[src/rtl/seq_divider.sv]
// Multi-cycle restoring divider: one shift-subtract step per clock, results on a one-cycle done pulse.
// Define SEQ_DIVIDER_SIGNED_EN to add the div_signed port and two's-complement sign handling.
module seq_divider #(
  parameter int WIDTH = 32
) (
  input  logic             clk,
  input  logic             reset,
  input  logic             start,
  input  logic [WIDTH-1:0] dividend,
  input  logic [WIDTH-1:0] divisor,
`ifdef SEQ_DIVIDER_SIGNED_EN
  input  logic             div_signed,
`endif
  output logic             busy,
  output logic             done,
  output logic [WIDTH-1:0] quotient,
  output logic [WIDTH-1:0] remainder,
  output logic             div_by_zero
);

  localparam int CW = $clog2(WIDTH);

  typedef enum logic [1:0] {
    ST_IDLE,
    ST_RUN,
    ST_DONE
  } state_e;

  state_e           state_q;
  logic [WIDTH-1:0] rem_q;
  logic [WIDTH-1:0] q_q;
  logic [WIDTH-1:0] div_q;
  logic [CW-1:0]    cnt_q;

  logic [WIDTH:0]   shifted_d;
  logic [WIDTH:0]   trial_d;
  logic             no_borrow;
  logic [WIDTH-1:0] rem_d;
  logic [WIDTH-1:0] q_d;
  logic [WIDTH-1:0] a_mag;
  logic [WIDTH-1:0] b_mag;
  logic [WIDTH-1:0] q_fin;
  logic [WIDTH-1:0] r_fin;

`ifdef SEQ_DIVIDER_SIGNED_EN
  logic q_neg_q;
  logic r_neg_q;
  logic a_neg;
  logic b_neg;

  assign a_neg = div_signed & dividend[WIDTH-1];
  assign b_neg = div_signed & divisor[WIDTH-1];
  assign a_mag = a_neg ? -dividend : dividend;
  assign b_mag = b_neg ? -divisor : divisor;
  // Truncation toward zero: quotient sign is the XOR, remainder follows the dividend.
  assign q_fin = q_neg_q ? -q_d : q_d;
  assign r_fin = r_neg_q ? -rem_d : rem_d;
`else
  assign a_mag = dividend;
  assign b_mag = divisor;
  assign q_fin = q_d;
  assign r_fin = rem_d;
`endif

  // One restoring step. The partial remainder is always below the divisor, so bit WIDTH
  // of the (WIDTH+1)-bit difference is exactly the borrow.
  always_comb begin
    // NOTE: every always_comb output gets a default first so no path can infer a latch.
    shifted_d = {rem_q, q_q[WIDTH-1]};
    trial_d   = shifted_d - {1'b0, div_q};
    no_borrow = ~trial_d[WIDTH];
    rem_d     = no_borrow ? trial_d[WIDTH-1:0] : shifted_d[WIDTH-1:0];
    q_d       = {q_q[WIDTH-2:0], no_borrow};
  end

  // NOTE: sequential state uses non-blocking assignments so every register sees pre-edge values.
  always_ff @(posedge clk) begin
    if (reset) begin
      state_q     <= ST_IDLE;
      rem_q       <= '0;
      q_q         <= '0;
      div_q       <= '0;
      cnt_q       <= '0;
      busy        <= 1'b0;
      done        <= 1'b0;
      quotient    <= '0;
      remainder   <= '0;
      div_by_zero <= 1'b0;
`ifdef SEQ_DIVIDER_SIGNED_EN
      q_neg_q     <= 1'b0;
      r_neg_q     <= 1'b0;
`endif
    end else begin
      unique case (state_q)
        ST_IDLE: begin
          if (start) begin
            if (divisor == '0) begin
              state_q     <= ST_DONE;
              done        <= 1'b1;
              quotient    <= '1;
              remainder   <= dividend;
              div_by_zero <= 1'b1;
            end else begin
              state_q     <= ST_RUN;
              busy        <= 1'b1;
              rem_q       <= '0;
              q_q         <= a_mag;
              div_q       <= b_mag;
              cnt_q       <= CW'(WIDTH - 1);
              div_by_zero <= 1'b0;
`ifdef SEQ_DIVIDER_SIGNED_EN
              q_neg_q     <= a_neg ^ b_neg;
              r_neg_q     <= a_neg;
`endif
            end
          end
        end

        ST_RUN: begin
          rem_q <= rem_d;
          q_q   <= q_d;
          cnt_q <= cnt_q - CW'(1);
          if (cnt_q == '0) begin
            state_q   <= ST_DONE;
            busy      <= 1'b0;
            done      <= 1'b1;
            quotient  <= q_fin;
            remainder <= r_fin;
          end
        end

        ST_DONE: begin
          state_q <= ST_IDLE;
          done    <= 1'b0;
        end

        default: begin
          state_q <= ST_IDLE;
          busy    <= 1'b0;
          done    <= 1'b0;
        end
      endcase
    end
  end

endmodule

[config.mk]
export PLATFORM = sky130hd
export DESIGN_NAME = seq_divider
export DESIGN_NICKNAME = d
export VERILOG_FILES = /design/src/rtl/seq_divider.sv
export SDC_FILE = /design/constraint.sdc
export NUM_CORES = 1
export LEC_CHECK = 0
export ABC_AREA = 1
export ABC_CLOCK_PERIOD_IN_PS = 2250
export CAP_MARGIN = 0
export CELL_PAD_IN_SITES_DETAIL_PLACEMENT = 1
export CELL_PAD_IN_SITES_GLOBAL_PLACEMENT = 1
export CORE_MARGIN = 3
export CORE_UTILIZATION = 30
export DETAILED_ROUTE_END_ITERATION = 8
export PLACE_DENSITY_LB_ADDON = 0.1
export SYNTH_ARGS = -nofsm -noshare
export SYNTH_HDL_FRONTEND = slang
export SYNTH_SLANG_ARGS = --single-unit
[constraint.sdc]
create_clock -name clk -period 2.25 [get_ports clk]
set_input_delay 0.45 -clock clk [delete_from_list [all_inputs] [get_ports clk]]
set_output_delay 0.45 -clock clk [all_outputs]
set_load 0.01 [all_outputs]
==> out/qor.yml, run 1 <==
maximum_number_of_pins_on_one_net_before_global_route_repair: 64
sequentialPowerShare: 0.357
portBuffers: 133
start_point_of_the_worst_hold_path: "quotient[26]"
critPathArrivalTime_ns: 2.68
internal_power_mw: 6.45
antenna_found_initial: 0
std_cell_rows: 68
clk_pin_slew_worst_paths_ns: 0.07
ant_nets: 0
critPathMaxStageDelay_ns: 0.43
h_tree_lvls: 4
violations: "negative setup slack"
finalInstanceArea_sq_mm: 0.0149
vias_in_the_first_global_route: 11000
final.hold.worst_slack_ns: 0.446
half_perimeter_wire_length_after_placement_um: 29300
comb_power_share: 0.346
track_usage: 0.196
setup.worst_path.class: "reg2reg"
syn_to_final_growth_pct: 41.5
hold_path_depth: 2
cp_num_buf_inv: 4
die_width_um: 193
path_cells: "ha_1, nand2_2, inv_1, nand2_1, nand2_1, a21oi_2, nand2_2, nand2_4, nand2_4, nand2_4, nand2_8, buf_12, buf_12, nand3_4, nand3_2, nand2_1, inv_1"
period_share: 1.03
post_route_cells_drive_above_1_share: 0.201
synthesis.yosys.warnings: 0
hold_path.class: "reg2reg"
clk_latency_ns: 0.45
r2r_setup_slk_ns: -0.08
grt_remaining_overflow: 0
cap_viol_max_count: 0
fillers: 4421
critical-path-top-delay-family: "simple AND/OR/NAND/NOR gates"
required_ns: 2.60
gp_congestion: 0.882
largest_vdd_supply_drop_v: 0.000488
fin_worst_skew_ns: 0.0112
cellPowerDensity_mw_per_mm2: 666
cts.path.max_buffers: 2
average_wire_per_standard_cell_um: 15.7
synth_top_cell_by_area: "sky130_fd_sc_hd__dfxtp_1"
synth-async-reset-ratio: 0
multiInputGateArea_sq_mm: 0.00600
timing.final.setup_violations: 61
postSynthRegisterBits: 170
maxSlewHeadroom: 0.663
power.switching_mw: 3.48
tightestPinTransition_ns: 0.506
synth.top_cell.area_share: 0.323
core_area_sq_mm: 0.0346
synth_enable_flop_cells: 0
worstReg2RegEnd: "remainder[25]"
synth_nets: 1757
first_pass_grt_wire_length_um: 59200
achievable-frequency_mhz: 429
detail_route.iter0.violations: 375
run_status: "finished, violations left"
cp_slowest_cell: "sky130_fd_sc_hd__dfxtp_1"
antenna_cell_count: 0
io_pins: 134
cts_hold_buf: 0
power.share.switching: 0.351
setup.worst_path.end_class: "flop"
drc_errors: 0
worstSetupStartpointType: "flop"
totalPowerFinal_mw: 9.93
dieHeight_um: 193
crit_fanout: 7
timing.reg2reg.worst_path_depth: 17
worst_slack_ns: -0.0785
synth_area_leaders: "sky130_fd_sc_hd__dfxtp_1, sky130_fd_sc_hd__nand2_1, sky130_fd_sc_hd__inv_1, sky130_fd_sc_hd__a21oi_1, sky130_fd_sc_hd__nand3_1"
synth_sequential_area_ratio: 0.323
finalWorstPathRequiredPeriod_ns: 2.33
dr.pass1.iters: 6
number_of_distinct_library_cells_after_synthesis: 39
cts_buffers: 17
rsz_0062_raised_after_global_routing: "yes"
post_synth.cell_area_avg_sq_um: 6.37
regArea_sq_mm: 0.00341
clock_power_share: 0.297
synth_area_sq_mm: 0.0105
initial_utilization: 0.304
tritoncts: "yes"
post_synth_inst_count: 1655
placed_area_sq_mm: 0.0135
numClockSinks: 170
cts.root.buffer_cell: "sky130_fd_sc_hd__clkbuf_16"
leading_register_cell_type_out_of_synthesis: "sky130_fd_sc_hd__dfxtp_1"
hold_end: "quotient[26]"
power.static_leakage_nw: 7.43
nNetsFinal: 2016
final_util: 0.431
timing.final.max_slew_violations: 0
route.vias.total: 10900
dieArea_sq_mm: 0.0374
routed_wl_um: 37500
post_drt_via_cell_ratio: 4.58
rr_startpoint: "rem_q[14]"
timing_hold_violations_final: 0
==> power by group through the flow <==
stage / sequential (mW) / clock (mW) / combinational (mW)
floorplan: 3.65 / 0 / 1.66
global placement: 3.61 / 0 / 3.20
finish: 3.55 / 2.95 / 3.43
global route: 3.59 / 3.16 / 3.83
detailed placement: 3.62 / 0 / 3.26
CTS: 3.55 / 3.04 / 3.31
==> tightest hold or removal path: stages (launching register included) <==
cell and delay [ns]:
sky130_fd_sc_hd__dfxtp_1 0.31, sky130_fd_sc_hd__inv_1 0.04, sky130_fd_sc_hd__a21oi_1 0.05
==> cell usage in the layout (no fill, tap or decap), types with 5 or more instances in the layout <==
cell type,Yosys,final
sky130_fd_sc_hd__a21oi_1,157,151
sky130_fd_sc_hd__a21oi_2,0,6
sky130_fd_sc_hd__and2_1,6,5
sky130_fd_sc_hd__buf_12,3,17
sky130_fd_sc_hd__buf_4,7,157
sky130_fd_sc_hd__clkbuf_16,0,20
sky130_fd_sc_hd__clkdlybuf4s50_1,0,132
sky130_fd_sc_hd__dfxtp_1,170,166
sky130_fd_sc_hd__ha_1,34,29
sky130_fd_sc_hd__ha_4,0,5
sky130_fd_sc_hd__inv_1,373,369
sky130_fd_sc_hd__inv_2,5,8
sky130_fd_sc_hd__nand2_1,399,385
sky130_fd_sc_hd__nand2_2,10,18
sky130_fd_sc_hd__nand2_4,2,6
sky130_fd_sc_hd__nand3_1,109,49
sky130_fd_sc_hd__nand3_2,49,87
sky130_fd_sc_hd__nand3_4,0,22
sky130_fd_sc_hd__nand4_1,8,8
sky130_fd_sc_hd__nor2_1,85,80
sky130_fd_sc_hd__nor2_2,7,9
sky130_fd_sc_hd__nor3_1,9,7
sky130_fd_sc_hd__o21ai_0,95,95
sky130_fd_sc_hd__o31ai_1,31,31
sky130_fd_sc_hd__xor2_1,14,14
==> cell usage after synthesis (3+ instances only) <==
library cell               number
sky130_fd_sc_hd__dfxtp_1      170
sky130_fd_sc_hd__nand2_2       10
sky130_fd_sc_hd__nor2_1        85
sky130_fd_sc_hd__inv_1        373
sky130_fd_sc_hd__inv_2          5
sky130_fd_sc_hd__nor2_2         7
sky130_fd_sc_hd__ha_1          34
sky130_fd_sc_hd__nor3_1         9
sky130_fd_sc_hd__xnor2_1        3
sky130_fd_sc_hd__nand3_1      109
sky130_fd_sc_hd__buf_1          8
sky130_fd_sc_hd__buf_4          7
sky130_fd_sc_hd__nand2_1      399
sky130_fd_sc_hd__a21oi_1      157
sky130_fd_sc_hd__o21ai_0       95
sky130_fd_sc_hd__o31ai_1       31
sky130_fd_sc_hd__nor4_1         4
sky130_fd_sc_hd__nand3_2       49
sky130_fd_sc_hd__and2_1         6
sky130_fd_sc_hd__clkbuf_1      35
sky130_fd_sc_hd__nand4_1        8
sky130_fd_sc_hd__buf_12         3
sky130_fd_sc_hd__xor2_1        14
sky130_fd_sc_hd__buf_2         11
==> state kept, by name, indices dropped and copies added (netlist names) <==
signal and count:
div_q 32, done 1, quotient 32, q_q 32, rem_q 32, cnt_q 5, div_by_zero 1, state_q 2
remainder 32, busy 1
==> kinds of logic after synthesis <==
| group | count (synthesis) | synth area share |
|---|---|---|
| flops | 170 | 0.323 |
| simple gates | 691 | 0.300 |
| fa+ha+maj | 35 | 0.0423 |
| buf+inv | 451 | 0.174 |
| compound gates | 291 | 0.147 |
| xor+xnor | 17 | 0.0141 |
==> stage by stage <==
stage | setup TNS [ns] | instances | setup slack, ns
finish | -2.00 | 2382 | -0.0785
global route | -12.49 | 2382 | -0.239
CTS | -6.09 | 2379 | -0.147
detailed placement | -67.41 | 2340 | -0.519
global placement | -62.63 | 2340 | -0.490
floorplan | 0 | 1655 | 0.0446
==> repair_timing <==
item	in CTS	in global routing
pin swaps	4	39
buffers inserted	6	1
endpoints found under the setup margin	70	128
cloned	1	3
gates resized for setup	26	113
==> routing by layer <==
metal  GRT usage  share of wire
met2       0.316           0.46
met3      0.0286          0.023
met5           0              0
met1       0.278           0.50
met4      0.0463          0.019
==> final cells by class <==
class / instances / share of cell area
well taps: 455 / 0.0382
multi-input cells: 1034 / 0.402
inverters: 379 / 0.0955
repair buffers: 312 / 0.198
clock buffers: 23 / 0.0320
flip-flops and latches: 170 / 0.229
clock inverters: 9 / 0.00587
==> worst max path at each step <==
stage,end,cells after the start,from
floorplan,quotient[0],18,q_q[31]
global placement,remainder[8],12,divisor[27]
detailed placement,remainder[8],12,divisor[27]
CTS,rem_q[18],19,q_q[31]
global route,remainder[25],18,div_q[10]
finish,remainder[25],17,rem_q[14]
No activity file was read; power rests on OpenSTA's default activity.
==> inputs of run 2 (changes only) <==
- GPL_ROUTABILITY_DRIVEN: not set -> 0
==> results of run 2 <==
Same layout as run 1: the final DEF is identical, and so are final timing and power.
